`src/rtl/enigma_message_sequencer_pkg.sv`:
```
// Shared definitions for the Enigma message sequencer: ASCII codes, FSM states,
// FIFO entry layout and small character-class helpers.
package enigma_message_sequencer_pkg;

  localparam logic [7:0] ASCII_SPACE = 8'h20;
  localparam logic [7:0] ASCII_LF    = 8'h0A;
  localparam logic [7:0] ASCII_UP_A  = 8'h41;
  localparam logic [7:0] ASCII_UP_Z  = 8'h5A;
  localparam logic [7:0] ASCII_LO_A  = 8'h61;
  localparam logic [7:0] ASCII_LO_Z  = 8'h7A;

  localparam int unsigned CHAR_W  = 8;
  localparam int unsigned POS_W   = 5;
  localparam int unsigned ENTRY_W = 1 + CHAR_W + 3 * POS_W;

  typedef enum logic [2:0] {
    ST_IDLE,
    ST_LOAD,
    ST_SEP,
    ST_RUN,
    ST_GAP
  } state_t;

  typedef struct packed {
    logic              start;
    logic [CHAR_W-1:0] chr;
    logic [POS_W-1:0]  pos1;
    logic [POS_W-1:0]  pos2;
    logic [POS_W-1:0]  pos3;
  } entry_t;

  function automatic logic is_upper(input logic [7:0] c);
    return (c >= ASCII_UP_A) && (c <= ASCII_UP_Z);
  endfunction

  function automatic logic is_lower(input logic [7:0] c);
    return (c >= ASCII_LO_A) && (c <= ASCII_LO_Z);
  endfunction

  function automatic logic [7:0] to_upper(input logic [7:0] c);
    return is_lower(c) ? (c - (ASCII_LO_A - ASCII_UP_A)) : c;
  endfunction

endpackage

```
`src/rtl/msg_fifo.sv`:
```
// Synchronous FIFO with wrap-bit pointers; exposes the head entry and the MSB
// (flag bit) of the entry behind it so the consumer can look one ahead.
module msg_fifo #(
  parameter int unsigned DEPTH = 8,
  parameter int unsigned WIDTH = 24
) (
  input  logic             clock,
  input  logic             reset,
  input  logic             push,
  input  logic [WIDTH-1:0] push_data,
  input  logic             pop,
  output logic [WIDTH-1:0] head_data,
  output logic             next_flag,
  output logic             full,
  output logic             empty,
  output logic             has_second
);

  localparam int unsigned AW = $clog2(DEPTH);

  logic [WIDTH-1:0] mem [DEPTH];
  logic [AW:0]      wr_ptr;
  logic [AW:0]      rd_ptr;
  logic [AW:0]      rd_next;
  logic [AW:0]      count;
  logic             do_push;
  logic             do_pop;

  assign full       = (wr_ptr[AW] != rd_ptr[AW]) && (wr_ptr[AW-1:0] == rd_ptr[AW-1:0]);
  assign empty      = (wr_ptr == rd_ptr);
  assign count      = wr_ptr - rd_ptr;
  assign has_second = (count >= (AW+1)'(2));
  assign do_push    = push && !full;
  assign do_pop     = pop && !empty;
  assign rd_next    = rd_ptr + 1'b1;
  assign head_data  = mem[rd_ptr[AW-1:0]];
  assign next_flag  = mem[rd_next[AW-1:0]][WIDTH-1];

  always_ff @(posedge clock) begin
    if (do_push) begin
      mem[wr_ptr[AW-1:0]] <= push_data;
    end
  end

  always_ff @(posedge clock or posedge reset) begin
    if (reset) begin
      wr_ptr <= '0;
      rd_ptr <= '0;
    end else begin
      if (do_push) wr_ptr <= wr_ptr + 1'b1;
      if (do_pop)  rd_ptr <= rd_ptr + 1'b1;
    end
  end

endmodule

```
`src/rtl/enigma_message_sequencer.sv`:
```
// Feeds buffered, upper-cased letters through an external Enigma core and emits
// the cipher stream in fixed-length groups, with a newline between messages.
module enigma_message_sequencer
  import enigma_message_sequencer_pkg::*;
#(
  parameter int unsigned DEPTH     = 8,
  parameter int unsigned GROUP_LEN = 5
) (
  input  logic       clock,
  input  logic       reset,
  input  logic [7:0] in_char,
  input  logic       in_valid,
  output logic       in_ready,
  input  logic       msg_start,
  input  logic [4:0] startPosition1,
  input  logic [4:0] startPosition2,
  input  logic [4:0] startPosition3,
  output logic [7:0] enig_char,
  output logic       enig_load,
  output logic [4:0] enig_pos1,
  output logic [4:0] enig_pos2,
  output logic [4:0] enig_pos3,
  output logic       enig_advance,
  input  logic [7:0] enig_out_char,
  output logic [7:0] out_char,
  output logic       out_valid,
  input  logic       out_ready
);

  localparam int unsigned GW = $clog2(GROUP_LEN + 1);

  state_t state, state_next;

  logic [GW-1:0] grp_cnt;
  logic          grp_clr;
  logic          grp_inc;
  logic          prior_msg;

  logic          pend_start;
  logic [4:0]    pend_pos1;
  logic [4:0]    pend_pos2;
  logic [4:0]    pend_pos3;

  logic          accept;
  logic          is_letter;
  logic          push;
  logic          pop;
  entry_t        in_entry;
  entry_t        head;
  logic [ENTRY_W-1:0] head_data;
  logic          next_start;
  logic          full;
  logic          empty;
  logic          has_second;

  logic          out_free;
  logic          out_wr;
  logic [7:0]    out_wr_char;

  assign in_ready  = !full;
  assign accept    = in_valid && in_ready;
  assign is_letter = is_upper(in_char) || is_lower(in_char);
  assign push      = accept && is_letter;
  assign head      = entry_t'(head_data);
  assign out_free  = !out_valid || out_ready;

  always_comb begin
    in_entry.start = msg_start || pend_start;
    in_entry.chr   = to_upper(in_char);
    in_entry.pos1  = msg_start ? startPosition1 : pend_pos1;
    in_entry.pos2  = msg_start ? startPosition2 : pend_pos2;
    in_entry.pos3  = msg_start ? startPosition3 : pend_pos3;
  end

  // A message start seen on a discarded character waits for the next letter.
  always_ff @(posedge clock or posedge reset) begin
    if (reset) begin
      pend_start <= 1'b0;
      pend_pos1  <= '0;
      pend_pos2  <= '0;
      pend_pos3  <= '0;
    end else if (accept) begin
      if (is_letter) begin
        pend_start <= 1'b0;
      end else if (msg_start) begin
        pend_start <= 1'b1;
        pend_pos1  <= startPosition1;
        pend_pos2  <= startPosition2;
        pend_pos3  <= startPosition3;
      end
    end
  end

  msg_fifo #(
    .DEPTH (DEPTH),
    .WIDTH (ENTRY_W)
  ) u_fifo (
    .clock      (clock),
    .reset      (reset),
    .push       (push),
    .push_data  (in_entry),
    .pop        (pop),
    .head_data  (head_data),
    .next_flag  (next_start),
    .full       (full),
    .empty      (empty),
    .has_second (has_second)
  );

  always_ff @(posedge clock or posedge reset) begin
    if (reset) begin
      state <= ST_IDLE;
    end else begin
      state <= state_next;
    end
  end

  always_comb begin
    state_next   = state;
    pop          = 1'b0;
    enig_load    = 1'b0;
    enig_advance = 1'b0;
    enig_char    = '0;
    enig_pos1    = '0;
    enig_pos2    = '0;
    enig_pos3    = '0;
    out_wr       = 1'b0;
    out_wr_char  = '0;
    grp_clr      = 1'b0;
    grp_inc      = 1'b0;
    unique case (state)
      ST_IDLE: begin
        if (!empty && out_free) begin
          if (head.start) state_next = prior_msg ? ST_SEP : ST_LOAD;
          else            state_next = ST_RUN;
        end
      end
      ST_SEP: begin
        if (out_free) begin
          out_wr      = 1'b1;
          out_wr_char = ASCII_LF;
          state_next  = ST_LOAD;
        end
      end
      ST_LOAD: begin
        enig_load  = 1'b1;
        enig_pos1  = head.pos1;
        enig_pos2  = head.pos2;
        enig_pos3  = head.pos3;
        grp_clr    = 1'b1;
        state_next = ST_RUN;
      end
      ST_RUN: begin
        if ((grp_cnt == GW'(GROUP_LEN)) && !head.start) begin
          state_next = ST_GAP;
        end else if (out_free) begin
          enig_advance = 1'b1;
          enig_char    = head.chr;
          pop          = 1'b1;
          out_wr       = 1'b1;
          out_wr_char  = enig_out_char;
          grp_inc      = 1'b1;
          // Stay in RUN when the following entry continues the same message,
          // which is what IDLE would decide next cycle; saves the bubble.
          state_next   = (has_second && !next_start) ? ST_RUN : ST_IDLE;
        end
      end
      ST_GAP: begin
        if (out_free) begin
          out_wr      = 1'b1;
          out_wr_char = ASCII_SPACE;
          grp_clr     = 1'b1;
          state_next  = ST_RUN;
        end
      end
      default: state_next = ST_IDLE;
    endcase
  end

  always_ff @(posedge clock or posedge reset) begin
    if (reset) begin
      grp_cnt   <= '0;
      prior_msg <= 1'b0;
    end else begin
      if (grp_clr)      grp_cnt <= '0;
      else if (grp_inc) grp_cnt <= grp_cnt + 1'b1;
      if (enig_advance) prior_msg <= 1'b1;
    end
  end

  always_ff @(posedge clock or posedge reset) begin
    if (reset) begin
      out_valid <= 1'b0;
      out_char  <= '0;
    end else if (out_wr) begin
      out_valid <= 1'b1;
      out_char  <= out_wr_char;
    end else if (out_ready) begin
      out_valid <= 1'b0;
    end
  end

endmodule

```
`config.mk`:
```
export PLATFORM = sky130hd
export DESIGN_NAME = enigma_message_sequencer
export DESIGN_NICKNAME = d
export VERILOG_FILES = /design/src/rtl/enigma_message_sequencer_pkg.sv /design/src/rtl/msg_fifo.sv /design/src/rtl/enigma_message_sequencer.sv
export SDC_FILE = /design/constraint.sdc
export NUM_CORES = 1
export LEC_CHECK = 0
export ABC_AREA = 0
export CAP_MARGIN = 20
export CORE_MARGIN = 2
export CORE_UTILIZATION = 58
export DETAILED_ROUTE_END_ITERATION = 10
export PLACE_DENSITY = 0.79
export SLEW_MARGIN = 10
export SYNTH_ARGS = -nofsm -noshare
export SYNTH_HDL_FRONTEND = slang
export SYNTH_SLANG_ARGS = --single-unit
export TNS_END_PERCENT = 30
```
`constraint.sdc`:
```
create_clock -name clock -period 5.3 [get_ports clock]
set_clock_uncertainty 0.15 [all_clocks]
set_input_delay 0.795 -clock clock [delete_from_list [all_inputs] [get_ports clock]]
set_output_delay 0.795 -clock clock [all_outputs]
set_load 0.05 [all_outputs]
```
==> results_dict.tcl <==
set metrics [dict create \
    synth.ff_latch_count 232 \
    synth_nets 582 \
    grt_first_pass_wirelength_um 31400 \
    worstMarginPinSlew_ns 0.9370 \
    drv_slew 0 \
    yosys_most_used_dff "edfxtp_1" \
    synth-edff-count 192 \
    finalSetupViolCount 0 \
    finalHoldViolations 0 \
    post_synth_xor_area_fraction_pct 1.099 \
    grt_overflow 0 \
    drt_pass1_iterations 5 \
    worstRegToRegCells 8 \
    final_period_minus_worst_setup_slack_ns 4.466 \
    worstHoldEndpoint "pend_start$_DFFE_PP0P_" \
    starting_utilization_of_the_core_area_pct 59.75 \
    setup_repair_after_global_routing_missed_its_margin "no" \
    design.final.nets 668 \
    tritoncts "done" \
    timing.hold.worst.start "pend_start$_DFFE_PP0P_" \
    p_per_area_mw_per_mm2 562.3 \
    ys_seq_area_share_pct 70.78 \
    dieArea_mm2 0.01753 \
    root_buffer "clkbuf_16" \
    setup_tns_final_ns 0 \
    fin_crit_sh_pct 84.27 \
    seqCellArea_mm2 0.006771 \
    ctsLongestPathBuffers 3 \
    postSynthCellCount 536 \
    layout.core_utilization_pct 71.11 \
    critPathKind "register to primary output" \
    post_synth.cell_area_avg_um2 17.84 \
    initialDrtViolationCount 404 \
    cap_viol_max_count 0 \
    worst-r2r-setup-slack_ns 1.65 \
    multi_input_area_mm2 0.002651 \
    drt_drc_violations_left 0 \
    slew_headroom_pct 37.34 \
    track_usage_pct 23.51 \
    synth-compound-area-share_pct 3.939 \
    critPathArrivalTime_ns 3.52 \
    dpl.hpwl_um 11800 \
    crit_path_max_fanout 34 \
    layout-drive-gt1-share_pct 23.79 \
    clk_pin_slew_ns 0.06 \
    cts_hold_buffers 0 \
    io_pins 71 \
    synth_cell_types 53 \
    critical_path.endpoint_type "primary output" \
    cts.sink_count 232 \
    hold_path_depth 2 \
    post_synth_mux_area_share_pct 15.87 \
    fillerInstances 977 \
    gp_routability_congestion 0.8066 \
    wl_per_cell_um 23.52 \
    synth_fa_ha_area_share_pct 1.387 \
    largest_family_of_logic_cells_by_synthesized_area "multiplexers" \
    grt_max_degree 41 \
    power.ir.vdd_worst_mv 0.4253 \
    tritoncts.num_buffers 23 \
    maxClockFrequency_mhz 223.9 \
    async_flop_share_pct 17.24 \
    startpoint_type "register" \
    p_leak_nw 3.922 \
    clkLatencyLatePin_ns 0.51 \
    worstReg2RegEnd "u_fifo.mem[6][18]$_DFFE_PP_" \
    routed_wl_um 20110 \
    floorplan.core_area_mm2 0.01600 \
    first_global_vias 5509 \
    worst_ep_required_ns 4.36 \
    ctsResizeCount 0 \
    die_h_um 132.4 \
    synth_warn 0 \
    cts.htree.levels 1 \
    syn-cell-area_mm2 0.009560 \
    holdCritPathClass "register to register" \
    insertedDiodeCount 0 \
    p_r_area_growth_vs_syn_pct 19.02 \
    area_share_of_and_or_nand_nor_cells_after_synthesis_pct 5.091 \
    floorplan.rows 46 \
    post-cts-setup-buffers 0 \
    die_w_um 132.4 \
    grt_antenna_before_repair 0 \
    via_count 5278 \
    placement.io_buffers 70 \
    outcome "completed" \
    drt.antenna.violating_nets 0 \
    reg2reg_from "u_fifo.rd_ptr[2]$_DFFE_PP0P_" \
    viasPerCell 6.173 \
]
[synthesized netlist by cell type, types with 4 or more instances]
| master | n | area (um^2) |
|---|---|---|
| edfxtp_1 | 192 | 5766 |
| nand2_1 | 54 | 202.7 |
| mux4_2 | 49 | 1104 |
| dfrtp_1 | 40 | 1001 |
| mux2_2 | 31 | 349.1 |
| a21oi_1 | 30 | 150.1 |
| inv_1 | 11 | 41.29 |
| clkbuf_1 | 10 | 37.54 |
| nor2_1 | 10 | 37.54 |
| ha_1 | 9 | 112.6 |
| xnor2_1 | 9 | 78.83 |
| buf_1 | 8 | 30.03 |
| buf_2 | 7 | 35.03 |
| o21ai_0 | 6 | 30.03 |
| a22o_1 | 5 | 43.79 |
| mux2i_1 | 5 | 50.05 |
| nor3_1 | 4 | 20.02 |
| nor3b_1 | 4 | 30.03 |
[worst max-delay path by stage]
| stage | slack, ns | endpoint | cells past startpoint | from |
|---|---|---|---|---|
| 4_1_cts | 0.77 | enig_advance | 6 | u_fifo.rd_ptr[0]$_DFFE_PP0P_ |
| 5_1_grt | 0.65 | enig_advance | 6 | u_fifo.rd_ptr[0]$_DFFE_PP0P_ |
| 6_report | 0.83 | enig_advance | 6 | u_fifo.rd_ptr[0]$_DFFE_PP0P_ |
| 3_3_place_gp | 1.38 | enig_advance | 6 | u_fifo.rd_ptr[0]$_DFFE_PP0P_ |
| 2_1_floorplan | 0.04 | u_fifo.mem[4][0]$_DFFE_PP_ | 10 | u_fifo.rd_ptr[1]$_DFFE_PP0P_ |
| 3_5_place_dp | 1.32 | enig_advance | 6 | u_fifo.rd_ptr[0]$_DFFE_PP0P_ |
[layer usage]
metal / vias to the layer above / wire (um) / GRT usage, %
met3: 37 / 1117 / 3.499
met2: 197 / 10630 / 41.22
met5: - / 0 / 0
met4: 0 / 390 / 6.750
li1: 2271 / - / -
met1: 2773 / 7975 / 30.91
[critical path, cell delays in order (launching register included)]
cell and delay (ns):
dfrtp_4 0.83, mux2i_1 0.17, mux4_2 0.55, nand3_4 0.18, nand3_4 0.19, clkinv_2 0.24, clkdlybuf4s50_1 0.84
[registers in the layout (all words and copies together) (netlist names)]
name,flops
u_fifo.mem,192
out_char,8
pend_pos1,5
pend_pos2,5
pend_pos3,5
u_fifo.rd_ptr,4
u_fifo.wr_ptr,4
grp_cnt,3
state,3
out_valid,1
pend_start,1
prior_msg,1
[report_power, final]
group	internal (W)	switching (W)	total, W
Combinational	0.000940	0.00128	0.00222
Sequential	0.00226	0.000233	0.00249
Clock	0.00104	0.000647	0.00168
Total	0.00423	0.00216	0.00640
[placed cells by master (no fill, tap or decap), types with 3 or more instances in the layout]
| master | instances |
|---|---|
| o21ai_0 | 6 |
| inv_1 | 11 |
| dfrtp_1 | 38 |
| and3_1 | 3 |
| nand2b_1 | 3 |
| nor2_1 | 9 |
| xor2_1 | 3 |
| clkdlybuf4s50_1 | 70 |
| nand3_1 | 3 |
| nand2_1 | 54 |
| clkinv_1 | 7 |
| nor2b_1 | 3 |
| mux2_2 | 31 |
| nor3b_2 | 5 |
| clkbuf_1 | 3 |
| ha_1 | 9 |
| clkinv_2 | 4 |
| edfxtp_1 | 192 |
| buf_4 | 17 |
| bufinv_16 | 5 |
| a21oi_1 | 30 |
| mux2i_1 | 5 |
| a22o_1 | 5 |
| mux4_2 | 49 |
| clkbuf_16 | 23 |
| xnor2_1 | 9 |
[metrics by stage]
step                hold slack (ns)  area [um^2]  power [W]  std cells  setup WS, ns
CTS                          0.3409        11380   0.006439        855        0.7738
finish                       0.3382        11380   0.006398        855        0.8337
global placement             0.3217        10590   0.004660        813         1.376
detailed placement           0.3274        10590   0.004737        813         1.315
floorplan                    0.3045         9560   0.004131        536       0.03737
global route                 0.3548        11380   0.006668        855        0.6479
[logic make-up (layout without fill, tap and decap cells)]
family / count (synthesis) / in the layout
AO/OA/AOI/OAI: 58 / 58
XOR/XNOR: 12 / 12
adder cells (fa/ha/maj): 10 / 10
buffers and inverters: 40 / 143
flip-flops: 232 / 232
multiplexers: 86 / 86
AND/OR/NAND/NOR: 98 / 98
[area by class of cell]
type / instances / area share [%]
inverter: 13 / 0.4399
multi-input combinational: 264 / 23.30
timing repair buffer: 88 / 7.455
clock inverter: 16 / 1.759
sequential: 232 / 59.51
tap: 216 / 2.375
clock buffer: 26 / 5.157
(Power assumes the default switching activity.)
